$ cat src/rtl/if_fetch_ctrl.sv
// if_fetch_ctrl: fetch-side controller between the PC register, instruction
// memory and decode. Requests are tracked in an in-order ring buffer; returned
// instructions are presented to decode with a valid/ready handshake. A
// redirect flushes the buffer and discards responses still in flight.
//
// Optional build macro IF_MISALIGN_TRAP_EN: misaligned PCs are not sent to
// memory; a faulting entry is queued instead (id_fault) and the PC is held
// until the next redirect.
module if_fetch_ctrl #(
    parameter int ADDR_WIDTH = 64,
    parameter int INST_WIDTH = 32,
    parameter int DEPTH      = 4
) (
    input  logic                  clk,
    input  logic                  reset,
    input  logic [ADDR_WIDTH-1:0] pc_reg,
    output logic [ADDR_WIDTH-1:0] pc_next,
    output logic                  stall,
    output logic                  imem_req_valid,
    output logic [ADDR_WIDTH-1:0] imem_req_addr,
    input  logic                  imem_req_ready,
    input  logic                  imem_resp_valid,
    input  logic [INST_WIDTH-1:0] imem_resp_data,
    input  logic                  redirect_valid,
    input  logic [ADDR_WIDTH-1:0] redirect_pc,
    output logic                  id_valid,
    input  logic                  id_ready,
    output logic [ADDR_WIDTH-1:0] id_pc,
`ifdef IF_MISALIGN_TRAP_EN
    output logic                  id_fault,
`endif
    output logic [INST_WIDTH-1:0] id_inst
);

    localparam int IDX_W = $clog2(DEPTH);
    localparam int PTR_W = IDX_W + 1;
    localparam logic [PTR_W:0] DEPTH_X = (PTR_W + 1)'(DEPTH);

    // Ring buffer storage
    logic [ADDR_WIDTH-1:0] pc_q     [DEPTH];
    logic [ADDR_WIDTH-1:0] pc_d     [DEPTH];
    logic [INST_WIDTH-1:0] inst_q   [DEPTH];
    logic [INST_WIDTH-1:0] inst_d   [DEPTH];
    logic [DEPTH-1:0]      filled_q;
    logic [DEPTH-1:0]      filled_d;

    // Pointers carry a wrap bit above the index bits
    logic [PTR_W-1:0] alloc_ptr_q, alloc_ptr_d;
    logic [PTR_W-1:0] fill_ptr_q,  fill_ptr_d;
    logic [PTR_W-1:0] head_ptr_q,  head_ptr_d;
    logic [PTR_W-1:0] drop_cnt_q,  drop_cnt_d;

    logic [IDX_W-1:0] alloc_idx;
    logic [IDX_W-1:0] fill_idx;
    logic [IDX_W-1:0] head_idx;

    logic [PTR_W-1:0] occupancy;
    logic [PTR_W-1:0] outstanding;
    logic [PTR_W:0]   occ_plus_drop;
    logic             space_ok;
    logic             trap_block;
    logic             fault_alloc;
    logic             req_fire;
    logic             resp_drop;
    logic             resp_acc;
    logic             resp_err;
    logic             deq;

`ifdef IF_MISALIGN_TRAP_EN
    logic [DEPTH-1:0] fault_q;
    logic [DEPTH-1:0] fault_d;
    logic             trap_pend_q;
    logic             trap_pend_d;
    logic             misalign;
`endif

    assign alloc_idx = alloc_ptr_q[IDX_W-1:0];
    assign fill_idx  = fill_ptr_q[IDX_W-1:0];
    assign head_idx  = head_ptr_q[IDX_W-1:0];

    // Issue gating: the buffer must have room, and slots still owed to
    // pre-redirect responses count against that room.
    always_comb begin
        occupancy     = alloc_ptr_q - head_ptr_q;
        outstanding   = alloc_ptr_q - fill_ptr_q;
        occ_plus_drop = {1'b0, occupancy} + {1'b0, drop_cnt_q};
        space_ok      = ({1'b0, occupancy} < DEPTH_X) && (occ_plus_drop < DEPTH_X);
`ifdef IF_MISALIGN_TRAP_EN
        misalign      = (pc_reg[1:0] != 2'b00);
        trap_block    = misalign || trap_pend_q;
        // The faulting entry is created already filled, so it may only be
        // queued once every earlier request has been answered; fill_ptr then
        // steps over it together with alloc_ptr.
        fault_alloc   = !reset && !redirect_valid && space_ok && misalign &&
                        !trap_pend_q && (fill_ptr_q == alloc_ptr_q);
`else
        trap_block    = 1'b0;
        fault_alloc   = 1'b0;
`endif
        imem_req_valid = !reset && !redirect_valid && space_ok && !trap_block;
        imem_req_addr  = pc_reg;
        req_fire       = imem_req_valid && imem_req_ready;
    end

    // Response classification and decode-side handshake
    always_comb begin
        resp_drop = imem_resp_valid && (drop_cnt_q != '0);
        resp_acc  = imem_resp_valid && (drop_cnt_q == '0) && (fill_ptr_q != alloc_ptr_q);
        resp_err  = imem_resp_valid && (drop_cnt_q == '0) && (fill_ptr_q == alloc_ptr_q);
        id_valid  = !reset && filled_q[head_idx] && (head_ptr_q != alloc_ptr_q);
        id_pc     = pc_q[head_idx];
        id_inst   = inst_q[head_idx];
`ifdef IF_MISALIGN_TRAP_EN
        id_fault  = fault_q[head_idx];
`endif
        deq       = id_valid && id_ready;
    end

    // PC register control: advance on a handshake, jump on redirect, else hold
    always_comb begin
        pc_next = pc_reg;
        stall   = 1'b1;
        if (reset) begin
            pc_next = pc_reg;
            stall   = 1'b1;
        end else if (redirect_valid) begin
            pc_next = redirect_pc;
            stall   = 1'b0;
        end else if (req_fire) begin
            pc_next = pc_reg + ADDR_WIDTH'(4);
            stall   = 1'b0;
        end
    end

    // Next-state for buffer, pointers and drop counter; redirect overrides last
    always_comb begin
        pc_d        = pc_q;
        inst_d      = inst_q;
        filled_d    = filled_q;
        alloc_ptr_d = alloc_ptr_q;
        fill_ptr_d  = fill_ptr_q;
        head_ptr_d  = head_ptr_q;
        drop_cnt_d  = drop_cnt_q;
`ifdef IF_MISALIGN_TRAP_EN
        fault_d     = fault_q;
        trap_pend_d = trap_pend_q;
`endif

        if (req_fire) begin
            pc_d[alloc_idx]     = pc_reg;
            filled_d[alloc_idx] = 1'b0;
`ifdef IF_MISALIGN_TRAP_EN
            fault_d[alloc_idx]  = 1'b0;
`endif
            alloc_ptr_d         = alloc_ptr_q + PTR_W'(1);
        end

`ifdef IF_MISALIGN_TRAP_EN
        if (fault_alloc) begin
            pc_d[alloc_idx]     = pc_reg;
            inst_d[alloc_idx]   = '0;
            filled_d[alloc_idx] = 1'b1;
            fault_d[alloc_idx]  = 1'b1;
            alloc_ptr_d         = alloc_ptr_q + PTR_W'(1);
            fill_ptr_d          = fill_ptr_q + PTR_W'(1);
            trap_pend_d         = 1'b1;
        end
`endif

        if (resp_drop) begin
            drop_cnt_d = drop_cnt_q - PTR_W'(1);
        end

        if (resp_acc) begin
            inst_d[fill_idx]   = imem_resp_data;
            filled_d[fill_idx] = 1'b1;
            fill_ptr_d         = fill_ptr_q + PTR_W'(1);
        end

        if (deq) begin
            filled_d[head_idx] = 1'b0;
            head_ptr_d         = head_ptr_q + PTR_W'(1);
        end

        if (redirect_valid) begin
            // Everything still owed by memory must be discarded later. A
            // response arriving this cycle retires one of those, whether it
            // was going into the buffer or already being dropped.
            drop_cnt_d  = drop_cnt_q + outstanding - PTR_W'(resp_drop || resp_acc);
            alloc_ptr_d = '0;
            fill_ptr_d  = '0;
            head_ptr_d  = '0;
            filled_d    = '0;
`ifdef IF_MISALIGN_TRAP_EN
            fault_d     = '0;
            trap_pend_d = 1'b0;
`endif
        end
    end

    // Control state with synchronous reset
    always_ff @(posedge clk) begin
        if (reset) begin
            alloc_ptr_q <= '0;
            fill_ptr_q  <= '0;
            head_ptr_q  <= '0;
            drop_cnt_q  <= '0;
            filled_q    <= '0;
`ifdef IF_MISALIGN_TRAP_EN
            fault_q     <= '0;
            trap_pend_q <= 1'b0;
`endif
        end else begin
            alloc_ptr_q <= alloc_ptr_d;
            fill_ptr_q  <= fill_ptr_d;
            head_ptr_q  <= head_ptr_d;
            drop_cnt_q  <= drop_cnt_d;
            filled_q    <= filled_d;
`ifdef IF_MISALIGN_TRAP_EN
            fault_q     <= fault_d;
            trap_pend_q <= trap_pend_d;
`endif
        end
    end

    // Payload storage; contents are only meaningful while the filled bit is set
    always_ff @(posedge clk) begin
        pc_q   <= pc_d;
        inst_q <= inst_d;
    end

`ifndef SYNTHESIS
    // Memory must never answer when nothing is outstanding
    resp_without_request: assert property (@(posedge clk) disable iff (reset) !resp_err);
`endif

endmodule

$ cat config.mk
export PLATFORM = sky130hd
export DESIGN_NAME = if_fetch_ctrl
export DESIGN_NICKNAME = d
export VERILOG_FILES = /design/src/rtl/if_fetch_ctrl.sv
export SDC_FILE = /design/constraint.sdc
export NUM_CORES = 1
export LEC_CHECK = 0
export BUFFER_PORTS_ARGS = -buffer_cell sky130_fd_sc_hd__buf_2
export CAP_MARGIN = 20
export CORE_ASPECT_RATIO = 1.4
export CORE_MARGIN = 2
export CORE_UTILIZATION = 44
export DETAILED_ROUTE_END_ITERATION = 7
export PLACE_DENSITY = 0.74
export SYNTH_ARGS = -nofsm -noshare
export SYNTH_HDL_FRONTEND = slang
export SYNTH_SLANG_ARGS = --single-unit
$ cat constraint.sdc
create_clock -name clk -period 4.7 [get_ports clk]
set_input_delay 0.705 -clock clk [delete_from_list [all_inputs] [get_ports clk]]
set_output_delay 0.705 -clock clk [all_outputs]
set_load 0.01 [all_outputs]
==> flow_summary.json, run 1 <==
{
  "powerDensity_nw_per_um2": 359,
  "hold_buffers": 0,
  "clk_latency_ns": 0.53,
  "ys_warn_count": 0,
  "grtUsageTotal_pct": 24.5,
  "netlist_area_um2": 18100,
  "cts-root-buf": "clkbuf_16",
  "drc": 0,
  "ys_seq_area_share_pct": 65.6,
  "grt_setup_unrepaired": "true",
  "multiInputGateArea_um2": 5530,
  "maxCapViolations": 0,
  "outcome": "completed",
  "wl_per_cell_um": 25.8,
  "wl_mm": 53.4,
  "path_clk_slew_ns": 0.06,
  "yosys.area.top_type": "edfxtp_1",
  "cp.required_ns": 3.99,
  "ys_ff_latch": 400,
  "syn_inst": 1145,
  "synth-compound-area-share_pct": 6.08,
  "drive_gt1_share_pct": 42.3,
  "dieArea_um2": 42800,
  "die_w_um": 175,
  "synth_top_cell_area_share_pct": 63.8,
  "cts_tree": "yes",
  "first_pass_iters": 6,
  "num-fill-cells": 3272,
  "overflow": 0,
  "timing.final.crit_period_ns": 4.67,
  "clock.fmax_mhz": 214,
  "fin_cells": 2075,
  "vdd_ir_drop_max_v": 0.000247,
  "synth-simple-area-share_pct": 8.28,
  "dpl_worst_slack_ns": 0.0850,
  "core_um2": 40400,
  "synth_top_family_by_area": "multiplexers",
  "cp-end-kind": "output pin",
  "final_nets": 1699,
  "synthTopCellsByArea": "edfxtp_1, mux4_2, buf_4, dfxtp_1, ha_1",
  "synth.most_common_cell": "edfxtp_1",
  "io_pins": 393,
  "finalClockSkew_ns": 0.0246,
  "synth-xor-area-share_pct": 1.20,
  "ant_nets": 0,
  "async_flop_share_pct": 0,
  "cp-start-kind": "register",
  "cts.sinks": 400,
  "area_growth_pct": 21.7,
  "seq_area_um2": 11900,
  "cp_data_arrival_time_ns": 3.97,
  "grt_pass1_wl_mm": 77.5,
  "cts.htree.levels": 2,
  "hpwl_mm": 35.6,
  "drv_slew": 0,
  "p_leak_uw": 0.00772,
  "num_vias": 12425,
  "vias_per_cell": 5.99,
  "antenna_found_initial": 2,
  "synth.avg_cell_area_um2": 15.8,
  "layout_worst_path_cycle_share_pct": 99.4,
  "cts_buffers": 39,
  "hold_path.class": "in2reg",
  "yosys-mux-area-fraction_pct": 12.2,
  "syn_nets": 1336,
  "hold_violations": 0,
  "fin_ws_ns": 0.0295,
  "grt_pass1_vias": 12376,
  "die_h_um": 244,
  "port_buffers": 392,
  "dp.cells": 1986,
  "clockBufferDepth": 3,
  "yosysUniqueCellTypes": 66,
  "drtIter0Drc": 1212,
  "grt_max_degree": 102,
  "start_util_pct": 44.8,
  "rows": 87,
  "critPathMaxFanout": 6,
  "tightest_slew_ns": 1.15,
  "path_class": "reg2out",
  "slew_headroom_pct": 23.7,
  "timing.hold.ws_ns": 0.385,
  "synth_flop_cell": "edfxtp_1",
  "synth_edf_count": 384,
  "power.total_uw": 7890,
  "fin_util_pct": 54.5,
  "synth_top_cells_by_count": "edfxtp_1, mux4_2, buf_4, nor2_1, nand2_1",
  "synth_adder_area_share_pct": 1.94,
  "setup_viol": 0,
  "place.gp.congestion": 0.969
}
critical path, cell delays in order (launching register included):
cell      delay, ns
dfxtp_4        0.35
inv_4          0.06
ha_4           0.12
inv_2          0.03
fa_2           0.32
xnor3_2        0.26
ha_4           0.22
or3_4          0.43
nor4b_4        0.38
nand4_2        0.18
buf_6          0.21
o211ai_1       0.27
o41ai_2        0.12
a221o_1        0.32
buf_6          0.15
path summary, 6_finish.rpt:
check                                                  from                    endpoint  slack [ns]  depth (start not counted)
worst max-delay path            alloc_ptr_q[0]$_SDFFE_PP0N_                 pc_next[39]        0.03                         14
worst min register to register       filled_q[3]$_SDFF_PP0_      filled_q[3]$_SDFF_PP0_        0.49                          2
worst min-delay path                     imem_resp_data[23]        inst_q[55]$_DFFE_PP_        0.38                          1
worst max register to register  alloc_ptr_q[2]$_SDFFE_PP0N_  drop_cnt_q[2]$_SDFFE_PP0P_        0.87                         15
state kept, by name, indices dropped and copies added (netlist names):
name,flops
inst_q,128
fill_ptr_q,3
head_ptr_q,3
alloc_ptr_q,3
drop_cnt_q,3
filled_q,4
pc_q,256
stage by stage:
step | cell area (µm²) | setup TNS [ns]
2_1_floorplan | 18100 | 0
3_3_place_gp | 20400 | 0
3_5_place_dp | 20400 | 0
4_1_cts | 21900 | -0.00113
5_1_grt | 22000 | -0.196
6_report | 22000 | 0
power by group:
group | leakage (µW) | internal [µW] | switching, µW
logic | 0.00350 | 289 | 475
registers | 0.00359 | 3960 | 19.1
clock network | 0.000631 | 1830 | 1320
total | 0.00772 | 6080 | 1810
area by class of cell:
cell class              count  area share [%]
well taps                 534            3.04
diodes                      3          0.0341
multi-input cells         588            25.1
clock inverters            23            1.13
flip-flops and latches    400            53.9
clock buffers              48            4.78
inverters                  33           0.643
repair buffers            446            11.3
per-layer routing:
metal  part of all wire, %  vias up  GRT usage [%]
met5                     0        -              0
met4                   5.1        0           11.5
met3                   9.1      154           4.31
met2                    50      858           41.8
met1                    36     6146           30.1
li1                      -     5267              -
layout by cell type (no fill, tap or decap), types with 18 or more instances in the layout:
master,Yosys,final
nor2_1,58,57
inv_1,33,27
a21oi_1,45,44
nand3_1,37,36
nor3_1,25,22
nand4_1,22,22
clkbuf_16,0,41
o22ai_1,21,21
buf_4,65,44
edfxtp_1,384,384
mux4_2,97,97
nand2_1,53,53
buf_2,4,390
ha_1,20,18
logic make-up (layout without fill, tap and decap cells):
| logic type | Yosys count | after routing |
|---|---|---|
| AOI/OAI and AO/OA | 163 | 163 |
| xor gates and xnor gates | 23 | 23 |
| adders and majority gates | 25 | 25 |
| buffers and inverters | 158 | 550 |
| DFF | 400 | 400 |
| muxes | 100 | 100 |
| other | 0 | 3 |
| and+or+nand+nor | 276 | 277 |
timing repair:
action	4_1_cts	5_1_grt
buffers inserted	11	3
resized for setup	17	15
cloned	1	0
endpoints found under the setup margin	59	38
pin swaps	8	2
Power figures use the tool's default switching activity.
==> inputs of run 2 (changes only) <==
--- a/config.mk
+++ b/config.mk
@@ -9,9 +9,9 @@
 export CAP_MARGIN = 20
 export CORE_ASPECT_RATIO = 1.4
 export CORE_MARGIN = 2
-export CORE_UTILIZATION = 44
+export CORE_UTILIZATION = 25
 export DETAILED_ROUTE_END_ITERATION = 7
-export PLACE_DENSITY = 0.74
+export PLACE_DENSITY = 0.49
 export SYNTH_ARGS = -nofsm -noshare
 export SYNTH_HDL_FRONTEND = slang
 export SYNTH_SLANG_ARGS = --single-unit
==> run 2 against run 1 <==
Net effect:
- flip-flop and latch count did not move
- critical path depth unchanged
- clock power grew 10%
- via count decreased by 1.1%
- worst hold slack worse by 0.028 ns
- first-iteration DRC count shrank 35%
- sequential power is essentially flat
==> flow_summary.json, run 2 (synthesis results as in run 1) <==
{
  "vdd_ir_drop_max_v": 0.000185,
  "cp-start-kind": "register",
  "drtIter0Drc": 789,
  "largest_reg_flops": 256,
  "dp.cells": 2416,
  "crit_family": "simple AND/OR/NAND/NOR gates",
  "timing.hold.ws_ns": 0.357,
  "place_area_um2": 21000,
  "cts_tree": "yes",
  "cts-root-buf": "clkbuf_16",
  "clock.fmax_mhz": 215,
  "hpwl_mm": 43.1,
  "port_buffers": 392,
  "fin_cells": 2518,
  "vias_per_cell": 4.88,
  "final_nets": 1730,
  "overflow": 0,
  "clockBufferDepth": 3,
  "hold_buffers": 0,
  "maxCapViolations": 0,
  "num_vias": 12292,
  "ant_nets": 0,
  "drv_slew": 0,
  "cp.required_ns": 3.99,
  "setup_viol": 0,
  "hold_violations": 0,
  "timing.critical_path.buf_inv": 4,
  "die_w_um": 231,
  "cpPeakStageDelay_ns": 0.66,
  "area_growth_pct": 26.6,
  "cts.htree.levels": 2,
  "crit_slowest_cell": "or4b_4",
  "fin_tns_setup_ns": 0,
  "finalClockSkew_ns": 0.0322,
  "grt_setup_unrepaired": "true",
  "regMostFlops": "pc_q",
  "first_pass_iters": 5,
  "layout_worst_path_cycle_share_pct": 98.8,
  "cts.sinks": 400,
  "dieArea_um2": 74500,
  "p_leak_uw": 0.00797,
  "path_class": "reg2out",
  "antenna_found_initial": 5,
  "die_h_um": 322,
  "grt_max_degree": 102,
  "wl_per_cell_um": 24.9,
  "stdcell_area_um2": 22900,
  "final_cell_mix": "buf_2, edfxtp_1, mux4_2",
  "critPathMaxFanout": 8,
  "cts_buffers": 43,
  "start_util_pct": 25.3,
  "final_common_cell": "buf_2",
  "top_regs": "pc_q: 256 flops, inst_q: 128 flops, filled_q: 4 flops",
  "powerDensity_nw_per_um2": 361,
  "core_um2": 71600,
  "power.total_uw": 8250,
  "drive_gt1_share_pct": 43.7,
  "cp-end-kind": "output pin",
  "io_pins": 393,
  "wl_mm": 62.6,
  "cp_data_arrival_time_ns": 3.94,
  "drc": 0,
  "cp_cell_sequence": "inv_2 -> ha_4 -> inv_2 -> fa_2 -> xnor3_2 -> ha_4 -> or3_4 -> or4b_4 -> nor4_4 -> buf_4 -> nand4_1 -> nor2_1 -> nor3_1 -> buf_2",
  "grt_pass1_vias": 12353,
  "timing.final.crit_period_ns": 4.64,
  "tightest_slew_ns": 1.08,
  "grt_pass1_wl_mm": 87.6,
  "rows": 116,
  "place.gp.congestion": 0.840,
  "outcome": "completed",
  "hold_path.class": "in2reg",
  "slew_headroom_pct": 27.9,
  "clk_latency_ns": 0.58,
  "grtUsageTotal_pct": 16.3,
  "path_clk_slew_ns": 0.06
}
[run 2: path summary, 6_finish.rpt]
path / from / end / slack (ns) / cells past startpoint
hold / removal: imem_resp_data[4] / inst_q[4]$_DFFE_PP_ / 0.36 / 1
setup reg to reg: alloc_ptr_q[2]$_SDFFE_PP0N_ / drop_cnt_q[2]$_SDFFE_PP0P_ / 0.83 / 15
setup / recovery: alloc_ptr_q[0]$_SDFFE_PP0N_ / pc_next[62] / 0.06 / 14
hold reg to reg: filled_q[3]$_SDFF_PP0_ / filled_q[3]$_SDFF_PP0_ / 0.48 / 2
[run 2: cell type report]
class | instances | area [µm²]
tap | 944 | 1180
inverter | 33 | 139
antenna | 1 | 2.50
clock buffer | 49 | 1140
fill | 7127 | 48700
timing repair buffer | 474 | 2690
sequential | 400 | 11900
clock inverter | 30 | 309
multi-input combinational | 587 | 5570
[run 2: metal layers]
| metal | vias to the layer above | wire, µm | track usage (%) |
|---|---|---|---|
| met4 | 2 | 1620 | 4.82 |
| met5 | - | 7 | 0 |
| li1 | 5330 | - | - |
| met1 | 6318 | 25400 | 20.3 |
| met3 | 87 | 4070 | 3.13 |
| met2 | 555 | 31500 | 28.3 |
[run 2: per-stage QoR]
stage	setup WS, ns	util, %
after floorplan	0.121	-
after global placement	0.170	29.3
after detailed placement	0.147	29.4
after CTS	-0.00326	31.7
after global routing	-0.0452	32.0
final	0.0559	32.0
[run 2: power by group]
| part | total (µW) | internal [µW] | switching, µW |
|---|---|---|---|
| registers | 3980 | 3960 | 17.5 |
| logic | 797 | 297 | 500 |
| clock network | 3480 | 2040 | 1440 |
| total | 8250 | 6290 | 1960 |
[run 2: repair_timing]
action                     in CTS  in global routing
gates cloned                    0                  1
setup buffers                  12                 10
gates resized for setup        24                 18
setup endpoints to repair      55                 30
pin swaps                       7                 12
